==> config.mk <==
export PLATFORM = sky130hd
export DESIGN_NAME = cmul_rr_scheduler
export DESIGN_NICKNAME = d
export VERILOG_FILES = /design/src/rtl/cmul_rr_scheduler.sv
export SDC_FILE = /design/constraint.sdc
export NUM_CORES = 1
export LEC_CHECK = 0
export ABC_AREA = 1
export CAP_MARGIN = 25
export CORE_MARGIN = 2
export CORE_UTILIZATION = 43
export DETAILED_ROUTE_END_ITERATION = 8
export PLACE_DENSITY = 0.87
export SYNTH_ARGS = -nofsm -noshare
export SYNTH_HDL_FRONTEND = slang
export SYNTH_SLANG_ARGS = --single-unit
==> constraint.sdc <==
create_clock -name clk -period 3.52 [get_ports clk]
set_input_delay 0.704 -clock clk [delete_from_list [all_inputs] [get_ports clk]]
set_output_delay 0.704 -clock clk [all_outputs]
set_load 0.05 [all_outputs]
==> src/rtl/cmul_rr_scheduler.sv <==
// Round-robin scheduler sharing one complex_mul IP core between NREQ requesters.
// Optional sticky protocol-error flag enabled by defining CMUL_SCHED_ERR_CHECK_EN.
module cmul_rr_scheduler #(
    parameter int NREQ  = 4,
    parameter int SIZE  = 16,
    parameter int DEPTH = 8,
    parameter int IDW   = 2
) (
    input  logic                   clk,
    input  logic                   rst_n,
    input  logic [NREQ-1:0]        req_valid,
    input  logic [NREQ*SIZE-1:0]   req_a,
    input  logic [NREQ*SIZE-1:0]   req_b,
    output logic [NREQ-1:0]        req_ready,
    input  logic                   drain,
    output logic                   idle,
    output logic                   mul_a_tvalid,
    output logic [SIZE-1:0]        mul_a_tdata,
    output logic                   mul_b_tvalid,
    output logic [SIZE-1:0]        mul_b_tdata,
    input  logic                   mul_dout_tvalid,
    input  logic [3*SIZE-1:0]      mul_dout_tdata,
    output logic                   rsp_valid,
    output logic [IDW-1:0]         rsp_id,
    output logic [3*SIZE-1:0]      rsp_data,
    output logic                   err
);

    localparam int CW = $clog2(DEPTH + 1);
    localparam int PW = (DEPTH > 1) ? $clog2(DEPTH) : 1;

    typedef enum logic [1:0] {
        StIdle,
        StRun,
        StDrain
    } state_e;

    state_e            r_state;
    state_e            w_state_nxt;
    logic [IDW-1:0]    r_ptr;
    logic [CW-1:0]     r_count;
    logic [PW-1:0]     r_wr;
    logic [PW-1:0]     r_rd;
    logic [IDW-1:0]    r_tags [DEPTH];
    logic              r_mul_valid;
    logic [SIZE-1:0]   r_mul_a;
    logic [SIZE-1:0]   r_mul_b;
    logic              r_rsp_valid;
    logic [IDW-1:0]    r_rsp_id;
    logic [3*SIZE-1:0] r_rsp_data;

    logic              w_gnt_found;
    logic [IDW-1:0]    w_winner;
    logic [IDW-1:0]    w_idx;
    logic              w_can_issue;
    logic              w_push;
    logic              w_pop;

    function automatic logic [PW-1:0] f_inc(input logic [PW-1:0] p);
        return (p == PW'(DEPTH - 1)) ? '0 : p + PW'(1);
    endfunction

    // Search starts one past the last winner so every requester gets a turn.
    always_comb begin
        w_gnt_found = 1'b0;
        w_winner    = '0;
        w_idx       = '0;
        for (int i = 1; i <= NREQ; i++) begin
            w_idx = IDW'((int'(r_ptr) + i) % NREQ);
            if (!w_gnt_found && req_valid[w_idx]) begin
                w_gnt_found = 1'b1;
                w_winner    = w_idx;
            end
        end
    end

    // A full FIFO blocks issue even when a pop lands in the same cycle.
    assign w_can_issue = (r_state == StRun) && !drain && (r_count != CW'(DEPTH));
    assign w_push      = w_can_issue && w_gnt_found;
    assign w_pop       = mul_dout_tvalid && (r_count != '0);

    always_comb begin
        req_ready = '0;
        if (w_push) begin
            req_ready[w_winner] = 1'b1;
        end
    end

    always_comb begin
        w_state_nxt = r_state;
        case (r_state)
            StIdle:  if (!drain) w_state_nxt = StRun;
            StRun:   if (drain) w_state_nxt = StDrain;
            StDrain: if ((r_count == '0) && !w_pop) w_state_nxt = StIdle;
            default: w_state_nxt = StIdle;
        endcase
    end

    always_ff @(posedge clk or negedge rst_n) begin
        if (!rst_n) begin
            r_state <= StIdle;
            r_ptr   <= '0;
            r_count <= '0;
            r_wr    <= '0;
            r_rd    <= '0;
        end else begin
            r_state <= w_state_nxt;
            if (w_push) begin
                r_ptr <= w_winner;
                r_wr  <= f_inc(r_wr);
            end
            if (w_pop) begin
                r_rd <= f_inc(r_rd);
            end
            if (w_push && !w_pop) begin
                r_count <= r_count + CW'(1);
            end else if (!w_push && w_pop) begin
                r_count <= r_count - CW'(1);
            end
        end
    end

    // Tag storage needs no reset: the pointers and count define validity.
    always_ff @(posedge clk) begin
        if (w_push) begin
            r_tags[r_wr] <= w_winner;
        end
    end

    always_ff @(posedge clk or negedge rst_n) begin
        if (!rst_n) begin
            r_mul_valid <= 1'b0;
            r_mul_a     <= '0;
            r_mul_b     <= '0;
        end else begin
            r_mul_valid <= w_push;
            if (w_push) begin
                r_mul_a <= req_a[int'(w_winner) * SIZE +: SIZE];
                r_mul_b <= req_b[int'(w_winner) * SIZE +: SIZE];
            end
        end
    end

    // Results arriving with no tag outstanding are stale and silently dropped.
    always_ff @(posedge clk or negedge rst_n) begin
        if (!rst_n) begin
            r_rsp_valid <= 1'b0;
            r_rsp_id    <= '0;
            r_rsp_data  <= '0;
        end else begin
            r_rsp_valid <= w_pop;
            if (w_pop) begin
                r_rsp_id   <= r_tags[r_rd];
                r_rsp_data <= mul_dout_tdata;
            end
        end
    end

`ifdef CMUL_SCHED_ERR_CHECK_EN
    logic r_err;

    always_ff @(posedge clk or negedge rst_n) begin
        if (!rst_n) begin
            r_err <= 1'b0;
        end else if ((mul_dout_tvalid && (r_count == '0)) ||
                     (w_push && (r_count == CW'(DEPTH)))) begin
            r_err <= 1'b1;
        end
    end

    assign err = r_err;
`else
    assign err = 1'b0;
`endif

    assign idle         = (r_state == StIdle);
    assign mul_a_tvalid = r_mul_valid;
    assign mul_b_tvalid = r_mul_valid;
    assign mul_a_tdata  = r_mul_a;
    assign mul_b_tdata  = r_mul_b;
    assign rsp_valid    = r_rsp_valid;
    assign rsp_id       = r_rsp_id;
    assign rsp_data     = r_rsp_data;

endmodule

Word-level counts from Yosys, hierarchy flattened:

Memory sizes are Yosys's and may differ from the RTL's. A register that Yosys moved wholly into a read port is not among the register bits.
Index checks and enable logic that the tools add are counted.

* register bits: 96
* bits in writable memories: 16
* input bits: 184
* output and inout port bits: 91
* word-level logic and storage cells: 87
* memories: 1

* add/subtract/negate cells: 8
* order comparisons: 6
* eq/ne operators: 8
* shifts and indexed selects: 2
* multiplexer cells: 29
* reductions and logical operators: 23

Memory list
* r_tags: depth 8, bits a word 2, rd ports 1, clocked after memory_dff 1, wr ports 1, line 44 `logic [IDW-1:0] r_tags [DEPTH];`

Operators with widths (number)
* $shiftx A64 B7 Y16: 2
* $lt A2 B3 Y1 const B: 5
* $mux W2: 7
* $mux W4: 3
* $logic_and A1 B1 Y1: 11
* $mux W1: 11
* $bmux W1 S2: 4
* $logic_not A1 Y1: 7
* $add A3 B1 Y3 const B: 2
* $eq A3 B3 Y1 const B: 2
* $mux W3: 2
* $ne A2 B2 Y1 const B: 3
* $pmux W2 S3: 1
* $add A2 B1 Y2 const B: 2
* $add A2 B2 Y2 const B: 2
* $add A4 B1 Y4 const B: 1
* $logic_not A4 Y1: 1
* $ne A4 B4 Y1 const B: 1
* $reduce_bool A4 Y1: 1
* $sub A4 B1 Y4 const B: 1
* $reduce_and A3 Y1: 1
* $demux W1 S2: 1
* $eq A2 B1 Y1 const B: 1
* $eq A2 B2 Y1 const B: 1
* 3 further kinds: 3

Logic depth before layout (Yosys ltp):

* depth after elaboration: 18
* mapped depth: 19
* mapped depth without buffers: 18

Worst setup path after synthesis:

No wires, ideal clock.

* kind: input -> output
* from: input req_valid[3]
* to: output req_ready[0]
* data arrival time: 2.777 ns
* required time: 2.816 ns
* path slack: 0.039 ns
* stages on the path: 11
* path buffers: 2
* cell sequence: nand2_1 nand2_1 nand2_1 nand2_1 nor2_2 nand3_2 nand2_2 nand2_4 buf_4 buf_6 nor3_1

* cells in the longest elaborated chain, start to end: 17

Ends and longest elaborated chain
* from (decl): line 11 `input logic [NREQ-1:0] req_valid,`
* $bmux W1 S2: line 70 `if (!w_gnt_found && req_valid[w_idx]) begin`
* $mux W1 (implied by the code): line 70
* $mux W1: line 70
* $logic_not A1 Y1: line 70
* $logic_and A1 B1 Y1: line 70
* $mux W1: line 70
* $logic_not A1 Y1: line 70
* $logic_and A1 B1 Y1: line 70
* [2 not listed]
* $logic_and A1 B1 Y1: line 70
* $mux W2 *: line 70
* via w_winner[0]: line 53 `logic [IDW-1:0] w_winner;`
* $lt A2 B3 Y1 (implied by the code) / $ge A2 B1 Y1 (equally long branches): line 85 `req_ready[w_winner] = 1'b1;`
* $logic_and A1 B1 Y1 (implied by the code): line 85
* $mux W1 (implied by the code): line 85
* $demux W1 S2 *: line 85
* $mux W4 *: line 84 `if (w_push) begin`
* to (decl): line 14 `output logic [NREQ-1:0] req_ready,`

Mark *: on every way through the listed nets, which the timed path passes. The rest lies on a longest branch. The select of a mux whose other input is x is not followed.

Worst setup path in the final report:

* from: input req_valid[2]
* to: output req_ready[2]

* cells in the longest elaborated chain, start to end: 17

Ends and longest elaborated chain (line)
* $bmux W1 S2: 70
* $mux W1 (implied by the code): 70
* $mux W1: 70
* $logic_not A1 Y1: 70
* $logic_and A1 B1 Y1: 70
* $mux W1: 70
* $logic_not A1 Y1: 70
* $logic_and A1 B1 Y1: 70
* $mux W1: 70
* $logic_not A1 Y1: 70
* $logic_and A1 B1 Y1: 70
* $mux W2: 70
* $lt A2 B3 Y1 (implied by the code) / $ge A2 B1 Y1 (equally long branches): 85
* $logic_and A1 B1 Y1 (implied by the code): 85
* $mux W1 (implied by the code): 85
* $demux W1 S2: 85
* $mux W4 *: 84

Mark *: on every way between the ends. The rest lies on a longest branch, timed or not. The select of a mux whose other input is x is not followed.

==> load_flow_metrics.sql <==
INSERT INTO impl_metrics (metric_group, metric, value, unit) VALUES
('run_status', 'status', 'finished, final reports clean', ''),
('global_route', 'globalRouteTotalUtil', '0.2299', ''),
('critical_path', 'path_class', 'in2out', ''),
('layout', 'design.final.nets', '1305', ''),
('timing', 'timing_max_transition_violations_final', '0', ''),
('die', 'die-height', '124.0', 'um'),
('route', 'total_iterations_of_the_first_detailed_routing_run', '7', ''),
('timing', 'hold_violations', '0', ''),
('cts', 'clk_latency', '400', 'ps'),
('layout', 'mostFrequentLayoutCells', 'sky130_fd_sc_hd__nand2_1 (352), sky130_fd_sc_hd__clkdlybuf4s50_1 (268), sky130_fd_sc_hd__nand3_1 (121), sky130_fd_sc_hd__inv_1 (115), sky130_fd_sc_hd__dfrtp_1 (98)', ''),
('route', 'antenna_violating_nets_post_route', '0', ''),
('route', 'total_number_of_vias', '6179', ''),
('cts', 'cts_tree', 'done', ''),
('cts', 'cts.sink_count', '114', ''),
('timing', 'relSlewSlack', '0.4960', ''),
('critical_path', 'timing.critical_path.required', '2820', 'ps'),
('cts', 'ctsResizeCount', '0', ''),
('critical_path', 'path_max_fanout', '11', ''),
('power_and_ir_drop', 'sw_frac_of_total', '0.4793', ''),
('critical_path', 'timing.critical_path.max_delay_family', 'simple AND/OR/NAND/NOR gates', ''),
('layout', 'antenna_cells', '0', ''),
('die', 'floorplan.die.width', '124.0', 'um'),
('timing', 'finalCritPeriodShare', '0.9302', ''),
('critical_path', 'start_kind', 'input pin', ''),
('job', 'drv_cap', '0', ''),
('die', 'die_area', '0.01538', 'mm2'),
('logic_synthesis', 'synth_top_cell_area_share', '0.3959', ''),
('worst_hold_path', 'hold_path.class', 'in2async', ''),
('critical_path', 'critical_path.max_stage_delay', '500', 'ps'),
('critical_path', 'cp_cell_sequence', 'clkdlybuf4s50_1 -> nand2_1 -> nand2_1 -> nand2_1 -> nand2_1 -> nand2_1 -> nand2_1 -> nor2_1 -> nand2_2 -> nand2_4 -> nor3_1 -> buf_12', ''),
('power_and_ir_drop', 'p_seq_frac', '0.227', ''),
('power_and_ir_drop', 'power.share.clock', '0.192', ''),
('logic_synthesis', 'synthDominantAreaCellType', 'sky130_fd_sc_hd__dfrtp_1', ''),
('power_and_ir_drop', 'power-per-cell-area', '986.6', 'mW/mm2'),
('global_route', 'vias_in_the_first_global_route', '5934', ''),
('power_and_ir_drop', 'internal_power', '4992', 'uW'),
('critical_path', 'crit_slowest_cell', 'sky130_fd_sc_hd__clkdlybuf4s50_1', ''),
('timing', 'fin_worst_hold_slack', '304.1', 'ps'),
('route', 'routed_wl_per_cell', '13.60', 'um'),
('cts', 'htreeDepth', '4', ''),
('place', 'place_worst_setup_slack', '231.7', 'ps'),
('critical_path', 'crit_arrival', '2570', 'ps'),
('timing', 'max_slew.worst_pin.slew', '755.1', 'ps'),
('power_and_ir_drop', 'leakage', '0.004850', 'uW'),
('timing', 'fmaxAchievable', '0.3054', 'GHz'),
('die', 'design.core.area', '0.01399', 'mm2'),
('cts', 'ctsRootBufferMaster', 'sky130_fd_sc_hd__clkbuf_16', ''),
('logic_synthesis', 'postSynthRegisterBits', '114', ''),
('timing', 'setup_total_negative_slack', '0', 'ps'),
('die', 'floorplan.rows', '43', ''),
('logic_synthesis', 'yosys_warnings', '0', ''),
('place', 'dp_hpwl', '13.14', 'mm'),
('route', 'drt-total-wl', '17.75', 'mm'),
('power_and_ir_drop', 'ir_worst_vdd', '437.8', 'uV'),
('timing', 'grt_setup_unrepaired', 'no', ''),
('cts', 'postCtsSetupBuffers', '0', ''),
('layout', 'layout.core_utilization', '0.6947', ''),
('critical_path', 'cp-end-kind', 'output port', ''),
('cts', 'path_clk_slew', '50', 'ps'),
('timing', 'fin_ws', '245.6', 'ps'),
('cts', 'cts-root-to-sink-buffers', '2', ''),
('critical_path', 'worst-path-stages', '12', ''),
('power_and_ir_drop', 'p_comb_frac', '0.581', ''),
('route', 'drt_drc_violations_left', '0', ''),
('logic_synthesis', 'syn-mean-instance-area', '7.279', 'um2'),
('logic_synthesis', 'mappedNetlistArea', '0.006195', 'mm2'),
('logic_synthesis', 'synth.yosys.seq_area_share', '0.4734', ''),
('place', 'port-buffer-count', '273', ''),
('layout', 'layout-area-overhead-vs-synth', '56.88', '%'),
('global_route', 'grt_start_max_net_pins', '56', ''),
('critical_path', 'register_to_register_path_depth', '18', '');
## cell usage after synthesis, drive strengths merged
cell	instances
ha	7
xnor2	2
fa	1
nand3	122
a21oi	4
xor2	1
nor3	2
inv	117
nor2	27
edfxtp	16
o22ai	1
clkbuf	12
dfrtp	98
buf	30
o221ai	4
mux2i	4
or2	31
a21o	1
conb	1
a311oi	1
o21ai	11
nand2	358
## per-layer routing
| metal | GRT usage | wire, um |
|---|---|---|
| met5 | 0 | 0 |
| met2 | 0.4196 | 9006 |
| met1 | 0.2493 | 6821 |
| met4 | 0.07725 | 297 |
| met3 | 0.07647 | 1624 |
## through the flow
step                total power (uW)  instances  area (um2)
finish                          9588       1305        9718
global route                   10270       1305        9718
CTS                             9648       1305        9718
detailed placement              7746       1274        9079
global placement                7639       1274        9079
floorplan                       6130        851        6195
## worst paths after layout
check                             startpoint        endpoint  slack, ps
worst min-delay path                   rst_n     rsp_data[5]        300
worst max-delay path            req_valid[2]    req_ready[2]        250
worst max register to register      r_ptr[1]      r_count[3]        690
max in group asynchronous              rst_n  mul_a_tdata[1]       2510
worst min register to register    r_state[1]      r_state[0]        470
min in group clk                  r_state[1]      r_state[0]        470
## layout make-up
class / instances / area (um2)
inverter: 117 / 439.2
tap: 180 / 225.2
multi-input combinational: 578 / 2609
sequential: 114 / 2933
clock buffer: 23 / 520.5
timing repair buffer: 285 / 2873
fill: 1121 / 4270
clock inverter: 8 / 118.9
## cell families (layout without fill, tap and decap cells)
family,after synthesis,in the layout,share of synthesized area
and+or+nand+nor,540,540,0.3700
xor gates and xnor gates,3,3,0.004242
muxes,4,4,0.006464
adders and majority gates,8,8,0.01737
DFF,114,114,0.4734
buffers and inverters,159,433,0.1064
AOI/OAI and AO/OA,22,22,0.02141
other,1,1,0.0006054
## flip-flops by register name, indices dropped and copies added (netlist names), 3 cells and up
signal / count
r_count: 4
mul_b_tdata: 16
r_rd: 3
r_wr: 3
r_tags: 16
rsp_data: 48
mul_a_tdata: 16
## power by group through the flow
stage	combinational (uW)	clock [uW]	sequential, uW
2_1_floorplan	2750	0	3380
3_3_place_gp	5460	0	2170
3_5_place_dp	5550	0	2190
4_1_cts	5600	1870	2180
5_1_grt	6100	1930	2240
6_report	5570	1840	2180
No activity file was read; power rests on OpenSTA's default activity.
